--- config.mk ---
export PLATFORM = sky130hd
export DESIGN_NAME = mul_div_unit
export DESIGN_NICKNAME = d
export VERILOG_FILES = /design/src/rtl/mul_div_unit.sv
export SDC_FILE = /design/constraint.sdc
export NUM_CORES = 1
export LEC_CHECK = 0
export CAP_MARGIN = 25
export CORE_MARGIN = 10
export CORE_UTILIZATION = 30
export DETAILED_ROUTE_END_ITERATION = 10
export GPL_TIMING_DRIVEN = 0
export REMOVE_ABC_BUFFERS = 1
export SLEW_MARGIN = 0
export SYNTH_ARGS = -nofsm -noshare
export SYNTH_HDL_FRONTEND = slang
export SYNTH_SLANG_ARGS = --single-unit
--- constraint.sdc ---
create_clock -name clk -period 9.4 [get_ports clk]
set_input_delay 1.88 -clock clk [delete_from_list [all_inputs] [get_ports clk]]
set_output_delay 1.88 -clock clk [all_outputs]
set_load 0.05 [all_outputs]
--- src/rtl/mul_div_unit.sv ---
`timescale 1ns/1ps
// mul_div_unit: iterative 32-bit multiply/divide unit.
// MULTU/MULT use shift-add (one multiplier bit per cycle), DIVU/DIV use
// restoring division (one quotient bit per cycle). Signed ops run on
// magnitudes and fix signs when the result is written. Every operation
// takes exactly 32 RUN cycles followed by one DONE cycle.
module mul_div_unit (
   input  logic        clk,
   input  logic        rst,
   input  logic        start,
   input  logic [1:0]  op,
   input  logic [31:0] A,
   input  logic [31:0] B,
   output logic        busy,
   output logic        done,
   output logic [31:0] hi,
   output logic [31:0] lo
);

   typedef enum logic [1:0] {
      ST_IDLE = 2'd0,
      ST_RUN  = 2'd1,
      ST_DONE = 2'd2
   } state_t;

   localparam logic [4:0] LAST_STEP = 5'd31;

   // Magnitude of an operand: negate only when the op is signed and v < 0.
   function automatic logic [31:0] magnitude(input logic [31:0] v, input logic is_signed);
      logic [31:0] m;
      if (is_signed && v[31]) begin
         m = 32'd0 - v;
      end else begin
         m = v;
      end
      return m;
   endfunction

   // Two's-complement negation, 32 bits.
   function automatic logic [31:0] neg32(input logic [31:0] v);
      return 32'd0 - v;
   endfunction

   // Two's-complement negation, 64 bits.
   function automatic logic [63:0] neg64(input logic [63:0] v);
      return 64'd0 - v;
   endfunction

   state_t      state_r;
   state_t      next_state_s;
   logic        load_s;
   logic        step_s;
   logic        finish_s;

   logic [4:0]  cnt_r;
   logic [1:0]  op_r;
   logic [31:0] a_r;
   logic [31:0] b_r;
   // acc_r: multiply -> {partial product, remaining multiplier bits}
   //        divide   -> {partial remainder, dividend/quotient bits}
   logic [63:0] acc_r;
   // opnd_r: multiplicand magnitude (multiply) or divisor magnitude (divide)
   logic [31:0] opnd_r;

   logic [32:0] mul_sum_s;
   logic [64:0] div_shl_s;
   logic [32:0] div_diff_s;
   logic [63:0] acc_next_s;

   logic [63:0] prod_s;
   logic [31:0] quot_s;
   logic [31:0] rem_s;
   logic [31:0] res_hi_s;
   logic [31:0] res_lo_s;

   logic        busy_r;
   logic        done_r;
   logic [31:0] hi_r;
   logic [31:0] lo_r;

   // State register.
   always_ff @(posedge clk or posedge rst) begin
      if (rst) begin
         state_r <= ST_IDLE;
      end else begin
         state_r <= next_state_s;
      end
   end

   // Next-state logic and per-cycle control strobes.
   always_comb begin
      next_state_s = state_r;
      load_s       = 1'b0;
      step_s       = 1'b0;
      finish_s     = 1'b0;
      case (state_r)
         ST_IDLE: begin
            if (start) begin
               next_state_s = ST_RUN;
               load_s       = 1'b1;
            end else begin
               next_state_s = ST_IDLE;
            end
         end
         ST_RUN: begin
            step_s = 1'b1;
            if (cnt_r == LAST_STEP) begin
               next_state_s = ST_DONE;
               finish_s     = 1'b1;
            end else begin
               next_state_s = ST_RUN;
            end
         end
         ST_DONE: begin
            if (start) begin
               next_state_s = ST_RUN;
               load_s       = 1'b1;
            end else begin
               next_state_s = ST_IDLE;
            end
         end
         default: begin
            next_state_s = ST_IDLE;
         end
      endcase
   end

   // One iteration: shift-add for multiply, trial subtract for divide.
   always_comb begin
      mul_sum_s  = {1'b0, acc_r[63:32]};
      div_shl_s  = {acc_r, 1'b0};
      div_diff_s = div_shl_s[64:32] - {1'b0, opnd_r};
      acc_next_s = acc_r;
      if (acc_r[0]) begin
         mul_sum_s = {1'b0, acc_r[63:32]} + {1'b0, opnd_r};
      end else begin
         mul_sum_s = {1'b0, acc_r[63:32]};
      end
      if (op_r[1]) begin
         // No borrow means the shifted remainder covers the divisor.
         if (!div_diff_s[32]) begin
            acc_next_s = {div_diff_s[31:0], div_shl_s[31:1], 1'b1};
         end else begin
            acc_next_s = div_shl_s[63:0];
         end
      end else begin
         acc_next_s = {mul_sum_s, acc_r[31:1]};
      end
   end

   // Sign correction and divide-by-zero handling of the final step's value.
   always_comb begin
      prod_s   = acc_next_s;
      quot_s   = acc_next_s[31:0];
      rem_s    = acc_next_s[63:32];
      res_hi_s = acc_next_s[63:32];
      res_lo_s = acc_next_s[31:0];
      if (op_r[1]) begin
         if (b_r == 32'd0) begin
            // Divide by zero: pass the dividend through, all-ones quotient.
            res_hi_s = a_r;
            res_lo_s = 32'hFFFF_FFFF;
         end else begin
            if (op_r[0] && (a_r[31] ^ b_r[31])) begin
               quot_s = neg32(acc_next_s[31:0]);
            end else begin
               quot_s = acc_next_s[31:0];
            end
            if (op_r[0] && a_r[31]) begin
               rem_s = neg32(acc_next_s[63:32]);
            end else begin
               rem_s = acc_next_s[63:32];
            end
            res_hi_s = rem_s;
            res_lo_s = quot_s;
         end
      end else begin
         if (op_r[0] && (a_r[31] ^ b_r[31])) begin
            prod_s = neg64(acc_next_s);
         end else begin
            prod_s = acc_next_s;
         end
         res_hi_s = prod_s[63:32];
         res_lo_s = prod_s[31:0];
      end
   end

   // Operand latch, working register and iteration counter.
   always_ff @(posedge clk or posedge rst) begin
      if (rst) begin
         op_r   <= 2'd0;
         a_r    <= 32'd0;
         b_r    <= 32'd0;
         acc_r  <= 64'd0;
         opnd_r <= 32'd0;
         cnt_r  <= 5'd0;
      end else if (load_s) begin
         op_r  <= op;
         a_r   <= A;
         b_r   <= B;
         cnt_r <= 5'd0;
         if (op[1]) begin
            acc_r  <= {32'd0, magnitude(A, op[0])};
            opnd_r <= magnitude(B, op[0]);
         end else begin
            acc_r  <= {32'd0, magnitude(B, op[0])};
            opnd_r <= magnitude(A, op[0]);
         end
      end else if (step_s) begin
         acc_r <= acc_next_s;
         cnt_r <= cnt_r + 5'd1;
      end else begin
         acc_r <= acc_r;
         cnt_r <= cnt_r;
      end
   end

   // Registered status flags and result, written on DONE entry only.
   always_ff @(posedge clk or posedge rst) begin
      if (rst) begin
         busy_r <= 1'b0;
         done_r <= 1'b0;
         hi_r   <= 32'd0;
         lo_r   <= 32'd0;
      end else begin
         busy_r <= (next_state_s == ST_RUN);
         done_r <= (next_state_s == ST_DONE);
         if (finish_s) begin
            hi_r <= res_hi_s;
            lo_r <= res_lo_s;
         end else begin
            hi_r <= hi_r;
            lo_r <= lo_r;
         end
      end
   end

   assign busy = busy_r;
   assign done = done_r;
   assign hi   = hi_r;
   assign lo   = lo_r;

endmodule

==> results.cfg <==
[synthesis]
async_flop_share_pct = 100
post_synth_inst_count = 2407
synthesis.yosys.warnings = 0
synth_cell_types = 102
synth_area_um2 = 18900
synth-seq-cells = 235
yosysSeqAreaShare_pct = 31.1
synth_edf_count = 0
synth_top_flop_cell = sky130_fd_sc_hd__dfrtp_1
postSynthAreaPerCell_um2 = 7.86

[place]
detailed_place.area_um2 = 21200
post-place-cells = 3257
io_buffers = 134
detailed_place_hpwl_um = 57600
gp_congestion = 0.946

[layout]
most_common_cell_after_layout_fill_and_taps_aside = sky130_fd_sc_hd__nand2_1
layoutNonFillerInstCount = 3307
n_fill_cell = 6438
finish.utilization_pct = 35.6
post_route_cells_drive_above_1_share_pct = 5.27
most_frequent_cells_in_the_layout = 417 x sky130_fd_sc_hd__nand2_1, 233 x sky130_fd_sc_hd__dfrtp_1, 202 x sky130_fd_sc_hd__o21ai_0
seq_area_um2 = 5890
layout.nets = 2591
postLayoutCellArea_um2 = 22100
syn_to_final_growth_pct = 16.9
multi_input_area_um2 = 12200

[die]
num_io_pins = 135
floorplan.die.width_um = 271
floorplan.initialDensity_pct = 30.5
core_um2 = 62100
floorplan.die.height_um = 271
floorplan.die_area_um2 = 73500
rows = 91

[route]
dr.first_iter.drc_count = 1790
avgRoutedWirePerCell_um = 22.6
drt_pass1_iterations = 7
via_count = 18800
antenna_left = 0
wl_um = 74800
route.detailed.drc = 0
via_cell_ratio = 5.68

[outcome]
status = complete, no violations

[timing]
tightestPinTransition_ns = 1.10
report.final.setup_viol = 0
min_period_over_period_pct = 76.8
final-hold-violation-count = 0
fmax_mhz = 138
timing.max_slew.rel_slack_pct = 26.1
slew_viol_final = 0
final.setup.tns_ns = 0
fin_skew_ns = 0.0388
setup_repair_after_global_routing_missed_its_margin = no
period_minus_slack_ns = 7.22

[critical_path]
critPathCapture = hi[24]
crit_chain = inv_1, ha_1, a21oi_1, o21ai_0, a221oi_1, o21ai_1, nor3_4, nor3_2, a21oi_1, ha_1, nand2_1, nor3_1, nand4_1, nor2_1, nand4_1, a221oi_1, a41oi_1
worst_path_dominant_cell_family = simple AND/OR/NAND/NOR gates
worst-path-stages = 17
critical_path_arrival_ns = 7.62
reg2reg_slack_ns = 2.18
launching_instance_or_port_of_the_critical_path = opnd_r[25]
crit_path_max_incr_delay_ns = 0.92
cp_slowest_cell = sky130_fd_sc_hd__nor3_4
timing.rr.end = hi[24]
r2r_cells = 17
worstSetupPathType = flop to flop
crit-reg2reg-launch = opnd_r[25]
setup.worst_path.start_class = flop
path_max_fanout = 21
critPathBufInv = 1
critPathCaptureType = flop
timing.critical_path.required_ns = 9.80

[worst_hold_path]
min-delay-path-class = flop to flop
hold_path_cells = 2

[clock_tree]
post_cts_sizing = 0
htreeDepth = 1
max_buffers_root_to_sink = 3
clock_sinks = 235
postCtsSetupBuffers = 0
cts_tree = done
cts_inserted_buffers = 27
cts_hold_buffers = 0
worstSkewPairLatency_ns = 0.59
clk_pin_slew_worst_paths_ns = 0.06
cts_root_buf = sky130_fd_sc_hd__clkbuf_16

[global_routing]
vias_in_the_first_global_route = 18500
first_pass_grt_wire_length_um = 114000
grt_use_total_pct = 19.6
grt.overflow.total = 0
antenna_found_initial = 2
maximum_number_of_pins_on_one_net_before_global_route_repair = 103

[run]
maxCapViolCount = 0
-- sequential cells by signal, summed over array words and instances (netlist names) --
register  count
acc_r        64
a_r          32
b_r          32
hi           32
lo           32
opnd_r       32
cnt_r         5
op_r          2
state_r       2
busy          1
done          1
-- layer usage --
layer	up-vias	wire [um]	share of wire, %	GRT usage (%)
met1	9087	32800	44	25.5
li1	8842	-	-	-
met2	706	34500	46	32.4
met4	4	3270	4.4	8.44
met5	-	26	0.035	0
met3	149	4140	5.5	2.13
-- synth_stat cells, types with 16 or more instances --
cell	number	share of area, %
sky130_fd_sc_hd__nor3_1	57	1.5
sky130_fd_sc_hd__inv_1	72	1.4
sky130_fd_sc_hd__o22a_1	30	1.4
sky130_fd_sc_hd__clkbuf_1	106	2.1
sky130_fd_sc_hd__nand3_1	43	1.1
sky130_fd_sc_hd__dfrtp_1	235	31
sky130_fd_sc_hd__xor2_1	77	3.6
sky130_fd_sc_hd__a21oi_1	180	4.8
sky130_fd_sc_hd__mux2i_1	43	2.3
sky130_fd_sc_hd__o221ai_1	16	0.74
sky130_fd_sc_hd__o21ai_0	202	5.3
sky130_fd_sc_hd__o211ai_1	44	1.7
sky130_fd_sc_hd__nand2_1	419	8.3
sky130_fd_sc_hd__a211oi_1	36	1.4
sky130_fd_sc_hd__nand4_1	32	1.1
sky130_fd_sc_hd__nor4_1	19	0.63
sky130_fd_sc_hd__o21a_1	17	0.67
sky130_fd_sc_hd__a31oi_1	37	1.2
sky130_fd_sc_hd__ha_1	70	4.6
sky130_fd_sc_hd__nor2_1	177	3.5
sky130_fd_sc_hd__xnor2_1	102	4.7
sky130_fd_sc_hd__o31ai_1	22	0.87
sky130_fd_sc_hd__nor2b_1	22	0.73
sky130_fd_sc_hd__a21o_1	26	1.0
sky130_fd_sc_hd__buf_1	16	0.32
sky130_fd_sc_hd__and2_1	17	0.56
sky130_fd_sc_hd__nand2b_1	17	0.56
sky130_fd_sc_hd__a22o_1	25	1.2
-- layout make-up --
class | count | area share, %
inverter | 74 | 1.29
clock buffer | 37 | 3.41
multi-input combinational | 1957 | 55.3
antenna | 1 | 0.0113
clock inverter | 11 | 0.543
tap | 837 | 4.74
timing repair buffer | 155 | 8.08
sequential | 235 | 26.6
-- logic make-up after synthesis --
family	count (synthesis)	share of synthesized area, %
AND/OR/NAND/NOR	876	21.2
flip-flops	235	31.1
buffers and inverters	215	4.49
adder cells (fa/ha/maj)	72	4.84
AO/OA/AOI/OAI	780	27.4
XOR/XNOR	179	8.29
multiplexers	50	2.69
-- worst reg2reg max path: cells and delay by family (launching register included) --
family	cells	cell delay, ns
flip-flops	1	0.51
AND/OR/NAND/NOR	7	3.32
AO/OA/AOI/OAI	7	2.46
adder cells (fa/ha/maj)	2	0.70
buffers and inverters	1	0.09
-- worst min path at each step --
stage                        from       to  slack [ns]
after global routing      a_r[29]  a_r[29]        0.50
after floorplan           a_r[23]  a_r[23]        0.44
final                     a_r[25]  a_r[25]        0.47
after global placement     a_r[8]   a_r[8]        0.46
after CTS                 b_r[25]  b_r[25]        0.48
after detailed placement  a_r[25]  a_r[25]        0.46
-- per-stage QoR --
step / hold WS (ns) / worst slack, ns
2_1_floorplan: 0.439 / 0.439
3_3_place_gp: 0.458 / -9.54
3_5_place_dp: 0.463 / 2.38
4_1_cts: 0.477 / 2.34
5_1_grt: 0.499 / 2.06
6_report: 0.471 / 2.18
Power is not shown: default switching activity piles up to over one toggle a cycle in this logic, so the estimate is an artifact.
==> variant 1, RTL diff (same settings) <==
Add an input register stage for `start`, `op`, `A` and `B`; this delays them by one clock.
--- a/src/rtl/mul_div_unit.sv
+++ b/src/rtl/mul_div_unit.sv
@@ -25,6 +25,18 @@
 
    localparam logic [4:0] LAST_STEP = 5'd31;
 
+   logic start_q;
+   logic [1:0] op_q;
+   logic [31:0] A_q;
+   logic [31:0] B_q;
+
+   always_ff @(posedge clk) begin
+      start_q <= start;
+      op_q    <= op;
+      A_q     <= A;
+      B_q     <= B;
+   end
+
    // Magnitude of an operand: negate only when the op is signed and v < 0.
    function automatic logic [31:0] magnitude(input logic [31:0] v, input logic is_signed);
       logic [31:0] m;
@@ -95,7 +107,7 @@
       finish_s     = 1'b0;
       case (state_r)
          ST_IDLE: begin
-            if (start) begin
+            if (start_q) begin
                next_state_s = ST_RUN;
                load_s       = 1'b1;
             end else begin
@@ -112,7 +124,7 @@
             end
          end
          ST_DONE: begin
-            if (start) begin
+            if (start_q) begin
                next_state_s = ST_RUN;
                load_s       = 1'b1;
             end else begin
@@ -195,16 +207,16 @@
          opnd_r <= 32'd0;
          cnt_r  <= 5'd0;
       end else if (load_s) begin
-         op_r  <= op;
-         a_r   <= A;
-         b_r   <= B;
+         op_r  <= op_q;
+         a_r   <= A_q;
+         b_r   <= B_q;
          cnt_r <= 5'd0;
-         if (op[1]) begin
-            acc_r  <= {32'd0, magnitude(A, op[0])};
-            opnd_r <= magnitude(B, op[0]);
-         end else begin
-            acc_r  <= {32'd0, magnitude(B, op[0])};
-            opnd_r <= magnitude(A, op[0]);
+         if (op_q[1]) begin
+            acc_r  <= {32'd0, magnitude(A_q, op_q[0])};
+            opnd_r <= magnitude(B_q, op_q[0]);
+         end else begin
+            acc_r  <= {32'd0, magnitude(B_q, op_q[0])};
+            opnd_r <= magnitude(A_q, op_q[0]);
          end
       end else if (step_s) begin
          acc_r <= acc_next_s;
Formal check against the unedited RTL: not equivalent (a bounded check fails within 4 cycles, from zero or initial values and one cycle with rst high).
==> variant 1 against the original RTL <==
  * Maximum frequency increased by 1.0%
  * Setup slack improved by 0.074 ns
  * Sequential cell count is 67 higher
  * Synthesized area is 7.8% higher
  * Wire length fell by 0.74%
  * Clock skew is 0.018 ns lower
  * Cell area increased by 7.5%
==> variant 1: results (changes against the original RTL) <==
| Metric | Value |
|---|---|
| CP max FO | `14 (-33%)` |
| Initial antenna violation count | `0 (-2)` |
| Async SR Flop Fraction | `77.81% (-22 points)` |
| RR Startpoint | `acc_r[31]` |
| CP max-delay cell | `dfrtp_1` |
| Largest net degree at the start of global routing | `122 (+18%)` |
| Worst path max stage delay | `0.51 ns (-0.41 ns)` |
| N_diodes | `0 (-1)` |
| Dpl hpwl | `56.07 mm (-2.7%)` |
| Slew margin rel. | `23.81% (-2.3 points)` |
| Outcome | `finished, final reports clean` |
| Sequential fraction of the synthesis area | `35.43% (+4.3 points)` |
| Most frequent cells after synthesis | `nand2_1, dfrtp_1, nor2_1, o21ai_0, a21oi_1` |
| Number of DRC markers in iteration 0 | `1,733 (-3.2%)` |
| Non-Filler Instances | `3,453 (+4.4%)` |
| Vias | `19.22k (+2.3%)` |
| Layout Skew | `0.02118 ns (-0.01759 ns)` |
| Num CTS Buffers | `31 (+15%)` |
| Fin nets | `2,697 (+4.1%)` |
| All-Layer GR Usage | `18.26% (-1.3 points)` |
| First-pass GRT wire length | `113.6 mm (-0.34%)` |
| Layout cells sized above 1 | `4.806% (-0.46 points)` |
| Placer congestion estimate | `0.9384 (-0.79%)` |
| Dpl cells | `3,393 (+4.2%)` |
| Reg2Reg Setup Slack | `2.25 ns (+0.07 ns)` |
| Critical path class | `reg2reg` |
| Number of clock sinks | `302 (+29%)` |
| HP Start | `B_q[19]` |
| Count of cell types in the netlist | `97 (-4.9%)` |
| Drt total wl | `74.24 mm (-0.74%)` |
| Most flops, register | `acc_r` |
| Worst Hold Class | `reg2reg` |
| Largest cells by area after synthesis | `dfrtp_1, nand2_1, dfxtp_1` |
| Post-Syn Area per Cell | `8.083 um^2 (+2.9%)` |
| Crit path DAT | `7.63 ns (about the same)` |
| DR pass1 iterations | `5 (-2)` |
## variant 1: cell types whose count changed after synthesis, sizes merged, moves of 9 or more
cell,before,now
a211oi,37,23
a21o,26,37
a31oi,40,29
clkbuf,106,118
dfxtp,0,67
inv,73,64
mux2i,43,59
nor2,178,204
nor2b,22,10
o31ai,23,35
## variant 1: path summary, 6_finish.rpt
path / endpoint / depth (start not counted)
min in group asynchronous: b_r[2] / 3
hold reg to reg: b_r[19] / 2
setup / recovery: hi[28] / 22
hold / removal: b_r[19] / 2
setup reg to reg: hi[28] / 22
max in group asynchronous: acc_r[59] / 4
## variant 1: report_power, final
| group | switching (mW) | internal, mW | total, mW |
|---|---|---|---|
| clock | 0.549 | 0.762 | 1.31 |
| combinational | 4.51 | 2.58 | 7.09 |
| sequential | 0.561 | 1.75 | 2.31 |
| total | 5.62 | 5.10 | 10.7 |
## variant 1: layout make-up
| class | instances | area (um^2) |
|---|---|---|
| fillers | 7082 | 43510 |
| multi-input cells | 1996 | 12320 |
| flip-flops and latches | 302 | 7231 |
| repair buffers | 159 | 1800 |
| well taps | 873 | 1092 |
| clock buffers | 46 | 923.4 |
| inverters | 66 | 255.2 |
| clock inverters | 11 | 148.9 |
## variant 1: cells by family after synthesis
kind of cell,after synthesis,synth area share (%)
and+or+nand+nor,925,20.61
AOI/OAI and AO/OA,766,24.66
DFF,302,35.43
buffers and inverters,224,4.407
xor gates and xnor gates,172,7.390
adders and majority gates,72,4.493
muxes,61,3.008
## variant 1: layer usage
layer  vias to the layer above  global-route usage (%)  wire length, um
met5                         -                       0                0
met4                         0                   6.438             2485
met3                       119                   2.206             4388
met2                       676                   30.25            34660
met1                      9244                   24.14            32710
li1                       9178                       -                -
## variant 1: metrics by stage
stage          hold WS (ns)  instance area [um^2]  setup TNS (ns)  setup WS, ns
2_1_floorplan        0.4322                 19730               0         1.074
3_3_place_gp         0.4501                 22170        -1033.36        -7.378
3_5_place_dp         0.4576                 22660               0         1.778
4_1_cts              0.4653                 23730               0         1.726
5_1_grt              0.4943                 23770               0         2.115
6_report             0.4641                 23770               0         2.252
## variant 1: worst reg2reg max path: stages (launching register included)
cell and delay, ns:
dfrtp_1 0.51, inv_1 0.32, ha_1 0.31, inv_1 0.08, fa_1 0.43, a211oi_1 0.32, o211ai_1 0.21, nand2_1 0.23
a21boi_1 0.12, buf_4 0.21, nor3_4 0.45, o31ai_1 0.32, inv_1 0.23, ha_1 0.20, o21ai_0 0.19, nor3_1 0.39
nand3_1 0.37, nor4_1 0.27, buf_2 0.23, nand2_1 0.45, and3_1 0.39, or4_1 0.49, o41ai_1 0.33
==> variant 2, RTL diff (config.mk and constraints unchanged) <==
Made on the original files. Register the output `hi` once more, with the module's reset; this adds one clock of latency there. The other outputs are not delayed to match.
--- a/src/rtl/mul_div_unit.sv
+++ b/src/rtl/mul_div_unit.sv
@@ -237,7 +237,13 @@
 
    assign busy = busy_r;
    assign done = done_r;
-   assign hi   = hi_r;
+   always_ff @(posedge clk or posedge rst) begin
+      if (rst) begin
+         hi <= '0;
+      end else begin
+         hi <= hi_r;
+      end
+   end
    assign lo   = lo_r;
 
 endmodule
Formal check against the unedited RTL: no difference found for any inputs over 10 cycles, from zero or initial values and one cycle with rst high; that may be too few to reach the edited logic, so the function may still have changed.
==> variant 2 against the original RTL <==
  * Maximum frequency is 9.4% lower
  * Sequential cell count is 32 higher
  * Setup slack worse by 0.75 ns
  * Wire length is 1.7% lower
  * Synthesized area is 4.1% higher
  * Cell area is 4.2% higher
  * Core utilization hardly changed
  * Non-clock buffer count stayed put
  * Global-route usage is 1.3 points lower
  * Largest cell class unchanged
Power is not shown: default switching activity piles up to over one toggle a cycle in this logic, so the estimate is an artifact.
==> variant 2: results (changes against the original RTL) <==
| Metric | Value |
|---|---|
| Fin nets | `2,615 (+0.93%)` |
| Largest net degree at the start of global routing | `123 (+19%)` |
| First-pass GRT wire length | `111.2 mm (-2.5%)` |
| Layout Skew | `0.02022 ns (-0.01855 ns)` |
| CP max FO | `18 (-14%)` |
| All-Layer GR Usage | `18.24% (-1.3 points)` |
| Post-CTS Resized | `0 (unchanged)` |
| Async SR Flop Fraction | `100.0% (unchanged)` |
| Crit path DAT | `8.40 ns (+0.78 ns)` |
| Outcome | `finished, final reports clean` |
| Worst Hold Class | `reg2reg` |
| CTS clk-pin slew, worst paths | `0.06 ns (about the same)` |
| DR pass1 iterations | `8 (+1)` |
| IO buf count | `134 (unchanged)` |
| Most frequent cells after synthesis | `nand2_1, dfrtp_1, a21oi_1, o21ai_0, nor2_1` |
| Max FFs per register | `64 (unchanged)` |
| Hold Path Depth | `0 (-2)` |
| Worst-Skew Late Latency | `0.58 ns` |
| Num CTS Buffers | `29 (+7.4%)` |
| Drt total wl | `73.53 mm (-1.7%)` |
| Sequential fraction of the synthesis area | `33.94% (+2.8 points)` |
| CTS root buffer | `clkbuf_16` |
| Dpl hpwl | `56.00 mm (-2.8%)` |
| N_diodes | `0 (-1)` |
| Max H-tree Level | `1 (unchanged)` |
| Filler instances | `6,783 (+5.4%)` |
| Max Buffers Root-to-Sink | `3 (unchanged)` |
| Initial antenna violation count | `2 (unchanged)` |
| Number of DRC markers in iteration 0 | `2,103 (+17%)` |
| Count of cell types in the netlist | `97 (-4.9%)` |
| Slew margin rel. | `27.13% (+1.0 points)` |
| Largest cells by area after synthesis | `dfrtp_1, nand2_1, a21oi_1` |
| Setup repair bufs after CTS | `0 (unchanged)` |
| Placer congestion estimate | `0.9442 (-0.18%)` |
| R2R cell count | `23 (+6)` |
| Layout cells sized above 1 | `5.729% (+0.46 points)` |
| Vias per std cell | `5.658 (-0.41%)` |
| Vias in the first global route | `17.59k (-4.8%)` |
| Synth Warn # | `0 (unchanged)` |
| Most flops, register | `acc_r` |
-- variant 2: cell types whose count changed in the layout (fill, tap and decap cells not counted), moves of 12 or more --
cell	before	now
nor3_1	57	35
dfrtp_1	233	265
nand4_1	32	20
a211oi_1	36	23
a21oi_1	180	195
o21ai_0	202	182
-- variant 2: layer usage --
layer,GRT usage (%),share of wire (%),vias up
li1,-,-,8858
met1,26.17,46,9219
met2,26.80,42,766
met3,4.256,8.8,117
met4,4.863,3.0,0
met5,0,0,-
-- variant 2: area by class of cell --
| cell class | instances | area (um^2) | share of cell area, % |
|---|---|---|---|
| inverters | 71 | 274.0 | 1.189 |
| clock buffers | 39 | 833.3 | 3.616 |
| flip-flops and latches | 267 | 6686 | 29.01 |
| repair buffers | 155 | 1747 | 7.579 |
| multi-input cells | 1950 | 12250 | 53.15 |
| well taps | 855 | 1070 | 4.642 |
| clock inverters | 14 | 187.7 | 0.8143 |
-- variant 2: cell families after synthesis --
logic type / count (synthesis) / share of synthesized area, %
DFF: 267 / 33.94
buffers and inverters: 210 / 4.131
AOI/OAI and AO/OA: 780 / 26.49
muxes: 55 / 2.898
xor gates and xnor gates: 179 / 7.963
and+or+nand+nor: 864 / 19.93
adders and majority gates: 72 / 4.652
-- variant 2: critical path, cell delays in order (launching register included) --
cell      delay, ns
dfrtp_1        0.54
inv_1          0.12
ha_1           0.20
inv_1          0.06
fa_1           0.43
a211oi_1       0.24
o21ai_1        0.26
a21oi_2        0.38
a211oi_2       0.21
nor3_4         0.82
nor3_2         0.30
a21oi_1        0.43
ha_1           0.24
o21ai_0        0.14
nand2b_1       0.22
nand2b_1       0.20
or2_2          0.36
nor2_1         0.42
nand3_1        0.62
nor3_2         0.61
nor2_1         0.10
xor2_1         0.16
a222oi_1       0.60
o21ai_1        0.11
-- variant 2: metrics by stage --
stage / setup TNS, ns / cell area, um^2 / worst slack [ns] / cells / utilization (%)
after floorplan: 0 / 19140 / 0.1664 / 2288 / -
after global placement: -1521.49 / 21550 / -9.163 / 3277 / 33.31
after detailed placement: 0 / 21970 / 1.841 / 3294 / 33.96
after CTS: 0 / 22990 / 1.834 / 3347 / 35.53
after global routing: 0 / 23050 / 1.320 / 3351 / 35.62
final: 0 / 23050 / 1.427 / 3351 / 35.62
-- variant 2: path summary, 6_finish.rpt --
kind	startpoint	to	slack (ns)
min in group asynchronous	rst	lo[25]	1.69
max in group asynchronous	rst	cnt_r[3]	6.76
worst min register to register	hi_r[8]	hi[8]	0.38
worst min-delay path	hi_r[8]	hi[8]	0.38
worst max register to register	acc_r[31]	hi_r[12]	1.43
worst max-delay path	acc_r[31]	hi_r[12]	1.43
